### src/rtl/spect_dma_writer.sv
`timescale 1ns/1ps
// spect_dma_writer
// Packs a 16-bit spectrum sample stream into 32-bit words and writes them to a
// destination window through an AHB-Lite master port, one SINGLE write at a time.
//
// Ports
//   hclk, hresetn          clock, asynchronous active-low reset
//   ce                     clock enable; low freezes all state and drops tready_s
//   start                  one-cycle pulse arming a capture (ignored unless idle)
//   base_addr, len_words   destination window, sampled on start (len 0 = 2^LEN_W)
//   tdata_s/tlast_s/
//   tvalid_s/tready_s      sample stream, low half first
//   h*_m                   AHB-Lite master (IDLE/NONSEQ, word, SINGLE, write only)
//   busy                   capture in progress
//   done_irq, err_irq      one-cycle completion / bus-error pulses
//   overrun                sticky: frame longer than the window, cleared on start
module spect_dma_writer #(
   parameter int unsigned LEN_W = 11
) (
   input  logic             hclk,
   input  logic             hresetn,
   input  logic             ce,
   input  logic             start,
   input  logic [31:0]      base_addr,
   input  logic [LEN_W-1:0] len_words,
   input  logic [15:0]      tdata_s,
   input  logic             tlast_s,
   input  logic             tvalid_s,
   output logic             tready_s,
   output logic [31:0]      haddr_m,
   output logic [1:0]       htrans_m,
   output logic [2:0]       hsize_m,
   output logic [2:0]       hburst_m,
   output logic             hwrite_m,
   output logic [31:0]      hwdata_m,
   input  logic             hready_m,
   input  logic             hresp_m,
   output logic             busy,
   output logic             done_irq,
   output logic             err_irq,
   output logic             overrun
);

   typedef enum logic [2:0] {
      StIdle,
      StFill,
      StAddr,
      StData,
      StDrain,
      StDone,
      StErr
   } state_e;

   state_e         state_q, state_d;
   logic [31:0]    base_q, base_d;
   // One extra bit so a zero length can be held as 2^LEN_W.
   logic [LEN_W:0] len_q, len_d;
   logic [LEN_W:0] count_q, count_d;
   logic [LEN_W:0] count_inc;
   logic [31:0]    wdata_q, wdata_d;
   logic           hi_q, hi_d;       // next accepted sample goes to the upper half
   logic           last_q, last_d;   // tlast of the frame already accepted
   logic           abort_q, abort_d; // frame aborted by a bus error
   logic           ovr_q, ovr_d;
   logic           accept;

   assign count_inc = count_q + {{LEN_W{1'b0}}, 1'b1};
   assign tready_s  = ce && ((state_q == StFill) || (state_q == StDrain));
   assign accept    = tvalid_s && tready_s;

   assign haddr_m  = base_q + (32'(count_q) << 2);
   assign htrans_m = (state_q == StAddr) ? 2'b10 : 2'b00;
   assign hsize_m  = 3'b010;
   assign hburst_m = 3'b000;
   assign hwrite_m = 1'b1;
   assign hwdata_m = wdata_q;
   assign busy     = (state_q != StIdle) && (state_q != StDone) && (state_q != StErr);
   assign done_irq = (state_q == StDone);
   assign err_irq  = (state_q == StErr);
   assign overrun  = ovr_q;

   always_comb begin
      state_d = state_q;
      base_d  = base_q;
      len_d   = len_q;
      count_d = count_q;
      wdata_d = wdata_q;
      hi_d    = hi_q;
      last_d  = last_q;
      abort_d = abort_q;
      ovr_d   = ovr_q;
      if (ce) begin
         unique case (state_q)
            StIdle: begin
               if (start) begin
                  state_d = StFill;
                  base_d  = {base_addr[31:2], 2'b00};
                  len_d   = (len_words == '0) ? {1'b1, {LEN_W{1'b0}}} : {1'b0, len_words};
                  count_d = '0;
                  hi_d    = 1'b0;
                  last_d  = 1'b0;
                  abort_d = 1'b0;
                  ovr_d   = 1'b0;
               end
            end
            StFill: begin
               if (accept) begin
                  if (!hi_q) begin
                     // Upper half is zeroed so a short final word carries no stale data.
                     wdata_d = {16'h0000, tdata_s};
                     if (tlast_s) begin
                        last_d  = 1'b1;
                        state_d = StAddr;
                     end else begin
                        hi_d = 1'b1;
                     end
                  end else begin
                     wdata_d[31:16] = tdata_s;
                     hi_d           = 1'b0;
                     last_d         = tlast_s;
                     state_d        = StAddr;
                  end
               end
            end
            StAddr: begin
               if (hready_m) begin
                  state_d = StData;
               end
            end
            StData: begin
               // htrans_m is already IDLE here, so the first error cycle is enough to bail.
               if (hresp_m) begin
                  abort_d = 1'b1;
                  state_d = StErr;
               end else if (hready_m) begin
                  count_d = count_inc;
                  if (last_q) begin
                     state_d = StDone;
                  end else if (count_inc == len_q) begin
                     ovr_d   = 1'b1;
                     state_d = StDrain;
                  end else begin
                     state_d = StFill;
                  end
               end
            end
            StDrain: begin
               if (accept && tlast_s) begin
                  state_d = abort_q ? StIdle : StDone;
               end
            end
            StDone: begin
               state_d = StIdle;
            end
            StErr: begin
               state_d = last_q ? StIdle : StDrain;
            end
            default: begin
               state_d = StIdle;
            end
         endcase
      end
   end

   always_ff @(posedge hclk or negedge hresetn) begin
      if (!hresetn) begin
         state_q <= StIdle;
         base_q  <= '0;
         len_q   <= '0;
         count_q <= '0;
         wdata_q <= '0;
         hi_q    <= 1'b0;
         last_q  <= 1'b0;
         abort_q <= 1'b0;
         ovr_q   <= 1'b0;
      end else begin
         state_q <= state_d;
         base_q  <= base_d;
         len_q   <= len_d;
         count_q <= count_d;
         wdata_q <= wdata_d;
         hi_q    <= hi_d;
         last_q  <= last_d;
         abort_q <= abort_d;
         ovr_q   <= ovr_d;
      end
   end

endmodule

### config.mk
export PLATFORM = sky130hd
export DESIGN_NAME = spect_dma_writer
export DESIGN_NICKNAME = d
export VERILOG_FILES = /design/src/rtl/spect_dma_writer.sv
export SDC_FILE = /design/constraint.sdc
export NUM_CORES = 1
export LEC_CHECK = 0
export BUFFER_PORTS_ARGS = -buffer_cell sky130_fd_sc_hd__buf_4
export CORE_ASPECT_RATIO = 1.4
export CORE_MARGIN = 1
export CORE_UTILIZATION = 50
export DETAILED_ROUTE_END_ITERATION = 8
export GPL_TIMING_DRIVEN = 0
export PLACE_DENSITY = 0.76
export SETUP_SLACK_MARGIN = 0.05
export SYNTH_ARGS = -nofsm -noshare
export SYNTH_HDL_FRONTEND = slang
export SYNTH_SLANG_ARGS = --single-unit
### constraint.sdc
create_clock -name hclk -period 6.1 [get_ports hclk]
set_clock_uncertainty 0.15 [all_clocks]
set_input_delay 0.915 -clock hclk [delete_from_list [all_inputs] [get_ports hclk]]
set_output_delay 0.915 -clock hclk [all_outputs]
set_load 0.01 [all_outputs]
==> flow_summary_export.csv, run 1 <==
group,metric,value,unit
clock_network,cts_tree,"built",
die,die_x,88.6,um
placed_design,dp_slack,2360,ps
cells_and_area,nFillCells,817,
timing,fmax,240,MHz
route,finalWirelength,12.5,mm
clock_network,cts_buffer_depth,2,
cells_and_area,n_antenna_cell,0,
die,dieHeight,123,um
logic_synthesis,yosysWarningCount,0,
placed_design,io_buffers,132,
clock_network,postCtsHoldBufs,0,
logic_synthesis,synthCells,515,
route,drc_errors,0,
route,wl_per_cell,15.5,um
route,vias,4419,
grt,antenna_found_initial,0,
route,final_antenna_net_count,0,
cells_and_area,multiInputGateArea,0.00273,mm^2
cells_and_area,seq_area,0.00233,mm^2
cells_and_area,nets,747,
timing,fin_crit_sh,0.682,
timing,worst_pin_slew,1200,ps
grt,grt_use_total,0.238,
worst_setup_path,endpoint_kind,"output port",
timing,slew_headroom,0.203,
worst_setup_path,arrival,3100,ps
job,max_cap_violations,0,
pwr,p_leak,3.20,nW
die,core_area,0.0101,mm^2
clock_network,clock_sinks,93,
cells_and_area,drive_gt1_frac,0.339,
timing,layout_min_cycle_time,4160,ps
grt,grt_start_max_net_pins,94,
worst_setup_path,r2r_setup_slack,3330,ps
timing,setup_tns,0,ps
worst_setup_path,crit_fanout,9,
logic_synthesis,ys_seq_area_frac,0.443,
clock_network,cts_setup_buffers,0,
run_status,outcome,"finished, final reports clean",
pwr,vdd_drop_max,234,uV
placed_design,hpwl,9.30,mm
logic_synthesis,ys_async_sr_fraction,1.00,
die,io_pins,145,
die,initial_core_util,0.522,
timing,fin_ws,1940,ps
hold_path,min_path_type,"flip-flop to flip-flop",
timing,setup_viol,0,
clock_network,htreeDepth,3,
grt,grt_pass1_vias,4435,
logic_synthesis,syn_area_per_cell,10.2,um^2
pwr,powerDensity,447,mW/mm^2
worst_setup_path,worstSetupPathType,"flip-flop to output port",
clock_network,numCtsBuffers,9,
grt,grt_pass1_wl,20.0,mm
grt,grt_overflow,0,
worst_setup_path,start_kind,"flip-flop",
logic_synthesis,synth.distinct_cells,54,
timing,slew_violations,0,
timing,rsz0062_at_grt,"no",
timing,hold_viol_final,0,
die,rows,43,
clock_network,clkTransAtPathRegs,60,ps
logic_synthesis,yosys_register_bits,93,
clock_network,clkLatencyLatePin,340,ps
logic_synthesis,syn-cell-area,0.00525,mm^2
clock_network,post_cts_resize_count,0,
placed_design,gp_congestion,0.892,
die,dieArea,0.0109,mm^2
clock_network,root_buffer,"clkbuf_16",
logic_synthesis,synth-edff-count,0,
route,dr.pass1.iters,4,
route,vias_per_cell,5.49,
route,drt-initial-drc-count,235,
cells_and_area,syn2layout_area_growth,28.9,%
logic_synthesis,synth_ff_type,"dfrtp_1",
worst_setup_path,worstPathRequired,5030,ps
cell usage after synthesis, drive strengths merged, types with 2 or more instances:
cell,n,area (um^2)
a21o,7,52.6
a21oi,14,70.1
a31oi,7,43.8
and2,6,37.5
and3,12,75.1
buf,16,116
clkbuf,22,82.6
conb,2,7.51
dfrtp,93,2330
ha,13,163
inv,7,26.3
mux2,57,642
nand2,51,191
nand2b,5,31.3
nand3,24,125
nand3b,3,22.5
nand4,9,56.3
nor2,22,82.6
nor2b,7,43.8
nor3,4,20.0
nor3b,3,22.5
nor4,4,31.3
o211ai,4,30.0
o21a,4,30.0
o21ai,40,200
o31ai,6,45.0
o41ai,6,52.6
or2,2,12.5
or3,2,12.5
or4,4,30.0
xnor2,33,308
xor2,11,104
cell families (layout without fill, tap and decap cells):
family / after synthesis / in the layout / share of synthesized area
multiplexers: 58 / 58 / 0.124
XOR/XNOR: 44 / 44 / 0.0784
AO/OA/AOI/OAI: 97 / 97 / 0.117
AND/OR/NAND/NOR: 162 / 162 / 0.158
other: 2 / 10 / 0.00143
buffers and inverters: 45 / 192 / 0.0429
flip-flops: 93 / 93 / 0.443
adder cells (fa/ha/maj): 14 / 14 / 0.0348
area by class of cell:
type / instances / area share
sequential: 93 / 0.344
multi-input combinational: 385 / 0.403
clock buffer: 10 / 0.0338
timing repair buffer: 132 / 0.146
buffer: 38 / 0.0294
clock inverter: 5 / 0.0148
inverter: 7 / 0.00388
tap: 135 / 0.0250
cells in the final DEF, fill, tap and decap left out, types with 3 or more instances in the layout:
master and instances:
nor4_1 3, o21ai_0 40, nand2b_1 5, nand3b_1 3, o211ai_1 4, ha_1 13, nand4_1 9, nor2_1 22
and3_1 12, buf_2 3, a21o_1 7, o21a_1 4, inv_1 7, a31oi_1 7, or4_1 4, nand3_1 23
clkbuf_16 9, o41ai_1 6, xor2_1 10, nor3b_1 3, mux2_2 57, buf_4 144, conb_1 10, o31ai_1 6
dfrtp_1 93, and2_1 6, nor3_1 4, clkbuf_1 23, bufinv_16 3, a21oi_1 14, nand2_1 51, xnor2_1 32
nor2b_1 7
path summary, 6_finish.rpt:
| kind | from | end | depth (start not counted) |
|---|---|---|---|
| worst max-delay path | count_q[0] | haddr_m[20] | 10 |
| worst min-delay path | hwdata_m[31] | hwdata_m[31] | 2 |
| worst max register to register | count_q[1] | state_q[0] | 7 |
| worst min register to register | hwdata_m[31] | hwdata_m[31] | 2 |
| max in group asynchronous | hresetn | hwdata_m[6] | 1 |
| min in group asynchronous | hresetn | hwdata_m[28] | 1 |
per-stage QoR:
stage,std cells,power [mW],util,instance area (um^2),hold slack (ps)
floorplan,523,1.84,-,5280,320
global placement,790,2.36,0.640,6440,313
detailed placement,790,2.42,0.640,6440,325
CTS,805,3.05,0.673,6770,341
global route,805,3.24,0.673,6770,369
finish,805,3.03,0.673,6770,337
power by group:
part           internal (mW)  leakage [nW]  total, mW  switching [mW]
Clock                  0.397         0.162      0.623           0.227
Sequential             0.877          1.18       1.07           0.190
Combinational          0.714          1.86       1.34           0.623
Total                   1.99          3.20       3.03            1.04
registers in the layout, summed over array words and instances, names as in the netlist, 3 cells and up:
signal and flops:
len_q 12, hwdata_m 32, count_q 12, base_q 30, state_q 3
routing by layer:
metal,share of wire,GRT usage
met1,0.39,0.269
met2,0.52,0.419
met3,0.061,0.0594
met4,0.027,0.102
met5,0,0
worst max-delay path, stage by stage, from the launching register on:
cell      delay, ps
dfrtp_1         480
ha_1            260
inv_1            70
fa_1            400
nor2b_1         150
o21a_1          180
o211ai_1        170
a41oi_2         490
nand4_1         200
xnor2_1         210
buf_4           150
Note: power is estimated with default switching activity, not from simulation.
==> run 2: changes to the inputs <==
CORE_UTILIZATION = 48   (was 50)
clock period = 3.8 ns   (was 6.1 ns; I/O delays follow)
==> flow_summary_export.csv, run 2 (synthesized netlist as in run 1, its figures left out) <==
group,metric,value,unit
timing,setup_viol,0,
cells_and_area,largest_reg_flops,32,
route,wl_per_cell,15.6,um
clock_network,clkLatencyLatePin,350,ps
timing,rsz0062_at_grt,"yes",
clock_network,cts_buffer_depth,2,
worst_setup_path,cp_cell_sequence,"ha_1 > inv_1 > fa_1 > nor2b_1 > o21a_1 > o211ai_1 > a41oi_4 > buf_12 > nand4_1 > xnor2_1 > buf_4",
timing,hold_viol_final,0,
placed_design,io_buffers,132,
grt,grt_pass1_wl,21.2,mm
pwr,vdd_drop_max,455,uV
cells_and_area,nets,748,
cells_and_area,mostFrequentLayoutCells,"144 x buf_4, 92 x dfrtp_1, 57 x mux2_2",
die,io_pins,145,
die,core_area,0.0105,mm^2
pwr,p_total,4.73,mW
grt,grt_use_total,0.232,
cells_and_area,syn2layout_area_growth,29.0,%
die,initial_core_util,0.499,
grt,antenna_found_initial,0,
pwr,pwr-share-clk,0.185,
cells_and_area,final_common_cell,"buf_4",
pwr,pwr-share-comb,0.454,
cells_and_area,fin_cells,810,
route,finalWirelength,12.6,mm
worst_setup_path,critPathMaxStageDelay,440,ps
route,drt-initial-drc-count,268,
timing,worst_pin_slew,1160,ps
pwr,p_sw,1.72,mW
cells_and_area,seq_area,0.00233,mm^2
timing,fmax,274,MHz
placed_design,dp_cells,793,
pwr,p_leak,3.19,nW
worst_setup_path,arrival,2940,ps
timing,setup_tns,0,ps
die,rows,44,
grt,grt_overflow,0,
die,dieArea,0.0114,mm^2
cells_and_area,multiInputGateArea,0.00274,mm^2
worst_setup_path,endpoint_kind,"output port",
timing,slew_headroom,0.226,
cells_and_area,fin_util,0.644,
run_status,outcome,"finished, final reports clean",
cells_and_area,nFillCells,869,
placed_design,dp_slack,409,ps
cells_and_area,drive_gt1_frac,0.345,
route,final_antenna_net_count,0,
grt,use_met3,0.0634,
timing,slew_violations,0,
pwr,cell_internal_pwr,3.01,mW
route,drc_errors,0,
worst_setup_path,start_kind,"flip-flop",
grt,grtUsageMet2,0.414,
clock_network,clkTransAtPathRegs,70,ps
route,vias_per_cell,5.46,
timing,fin_crit_sh,0.962,
die,dieHeight,126,um
worst_setup_path,slowest_stage,"dfrtp_2",
grt,grt_pass1_vias,4581,
clock_network,clock_sinks,93,
worst_setup_path,crit_fanout,9,
placed_design,hpwl,9.60,mm
route,dr.pass1.iters,5,
grt,grt_util_met1,0.257,
clock_network,htreeDepth,3,
job,max_cap_violations,0,
clock_network,root_buffer,"clkbuf_16",
timing,layout_min_cycle_time,3660,ps
hold_path,min_path_type,"input port to asynchronous set/reset pin",
clock_network,cts_tree,"built",
pwr,swShare,0.363,
grt,grt_start_max_net_pins,94,
worst_setup_path,worstPathRequired,3080,ps
worst_setup_path,worstSetupPathType,"flip-flop to output port",
route,vias,4426,
cells_and_area,n_antenna_cell,0,
clock_network,numCtsBuffers,9,
pwr,powerDensity,698,mW/mm^2
placed_design,gp_congestion,0.877,
grt,top_usage_layer,"met2",
timing,fin_ws,144,ps
die,die_x,90.4,um
pwr,p_seq_frac,0.361,
==> run 2: worst max-delay path, delay by kind of cell, from the launching register on <==
family,cells,cell delay (ps)
AOI/OAI and AO/OA,3,690
adders and majority gates,2,630
DFF,1,440
buffers and inverters,3,370
and+or+nand+nor,2,250
xor gates and xnor gates,1,200
==> run 2: power groups by stage <==
stage	registers, mW	clock network, mW	logic, mW
after CTS	1.71	0.894	2.16
after floorplan	1.73	0	1.23
after detailed placement	1.73	0	2.16
final	1.71	0.875	2.15
after global placement	1.70	0	2.09
after global routing	1.77	0.929	2.34
==> run 2: path summary, 6_finish.rpt <==
kind / startpoint / end / slack (ps) / cells after the start
max: count_q[0] / haddr_m[20] / 140 / 11
max reg2reg: count_q[1] / state_q[0] / 1090 / 7
min reg2reg: hwdata_m[20] / hwdata_m[20] / 340 / 2
min in group hclk: tlast_s / hi_q / 280 / 2
max in group asynchronous: hresetn / count_q[0] / 2380 / 1
min: hresetn / hwdata_m[3] / 280 / 1
==> run 2: metal layers <==
layer,vias to the layer above,wire length (um),part of all wire
li1,2120,-,-
met4,0,351,0.028
met1,2129,4890,0.39
met3,31,823,0.065
met2,146,6550,0.52
met5,-,0,0
==> run 2: layout make-up <==
| class | count | area share |
|---|---|---|
| buffer | 38 | 0.0294 |
| clock buffer | 9 | 0.0333 |
| clock inverter | 7 | 0.00979 |
| inverter | 7 | 0.00388 |
| multi-input combinational | 385 | 0.405 |
| sequential | 93 | 0.344 |
| tap | 138 | 0.0255 |
| timing repair buffer | 133 | 0.149 |
==> run 2: timing repair <==
item                                    CTS  global route
cloned                                    0             0
hold buffers                              0             0
endpoints found under the setup margin    2            16
pin swaps                                 0             1
resized for setup                         1             2
buffers inserted                          0             1
==> run 2: metrics by stage <==
stage / instance area (um^2) / hold WS [ps]
global placement: 6440 / 314
detailed placement: 6440 / 329
global route: 6770 / 278
finish: 6770 / 280
floorplan: 5280 / 124
CTS: 6750 / 271
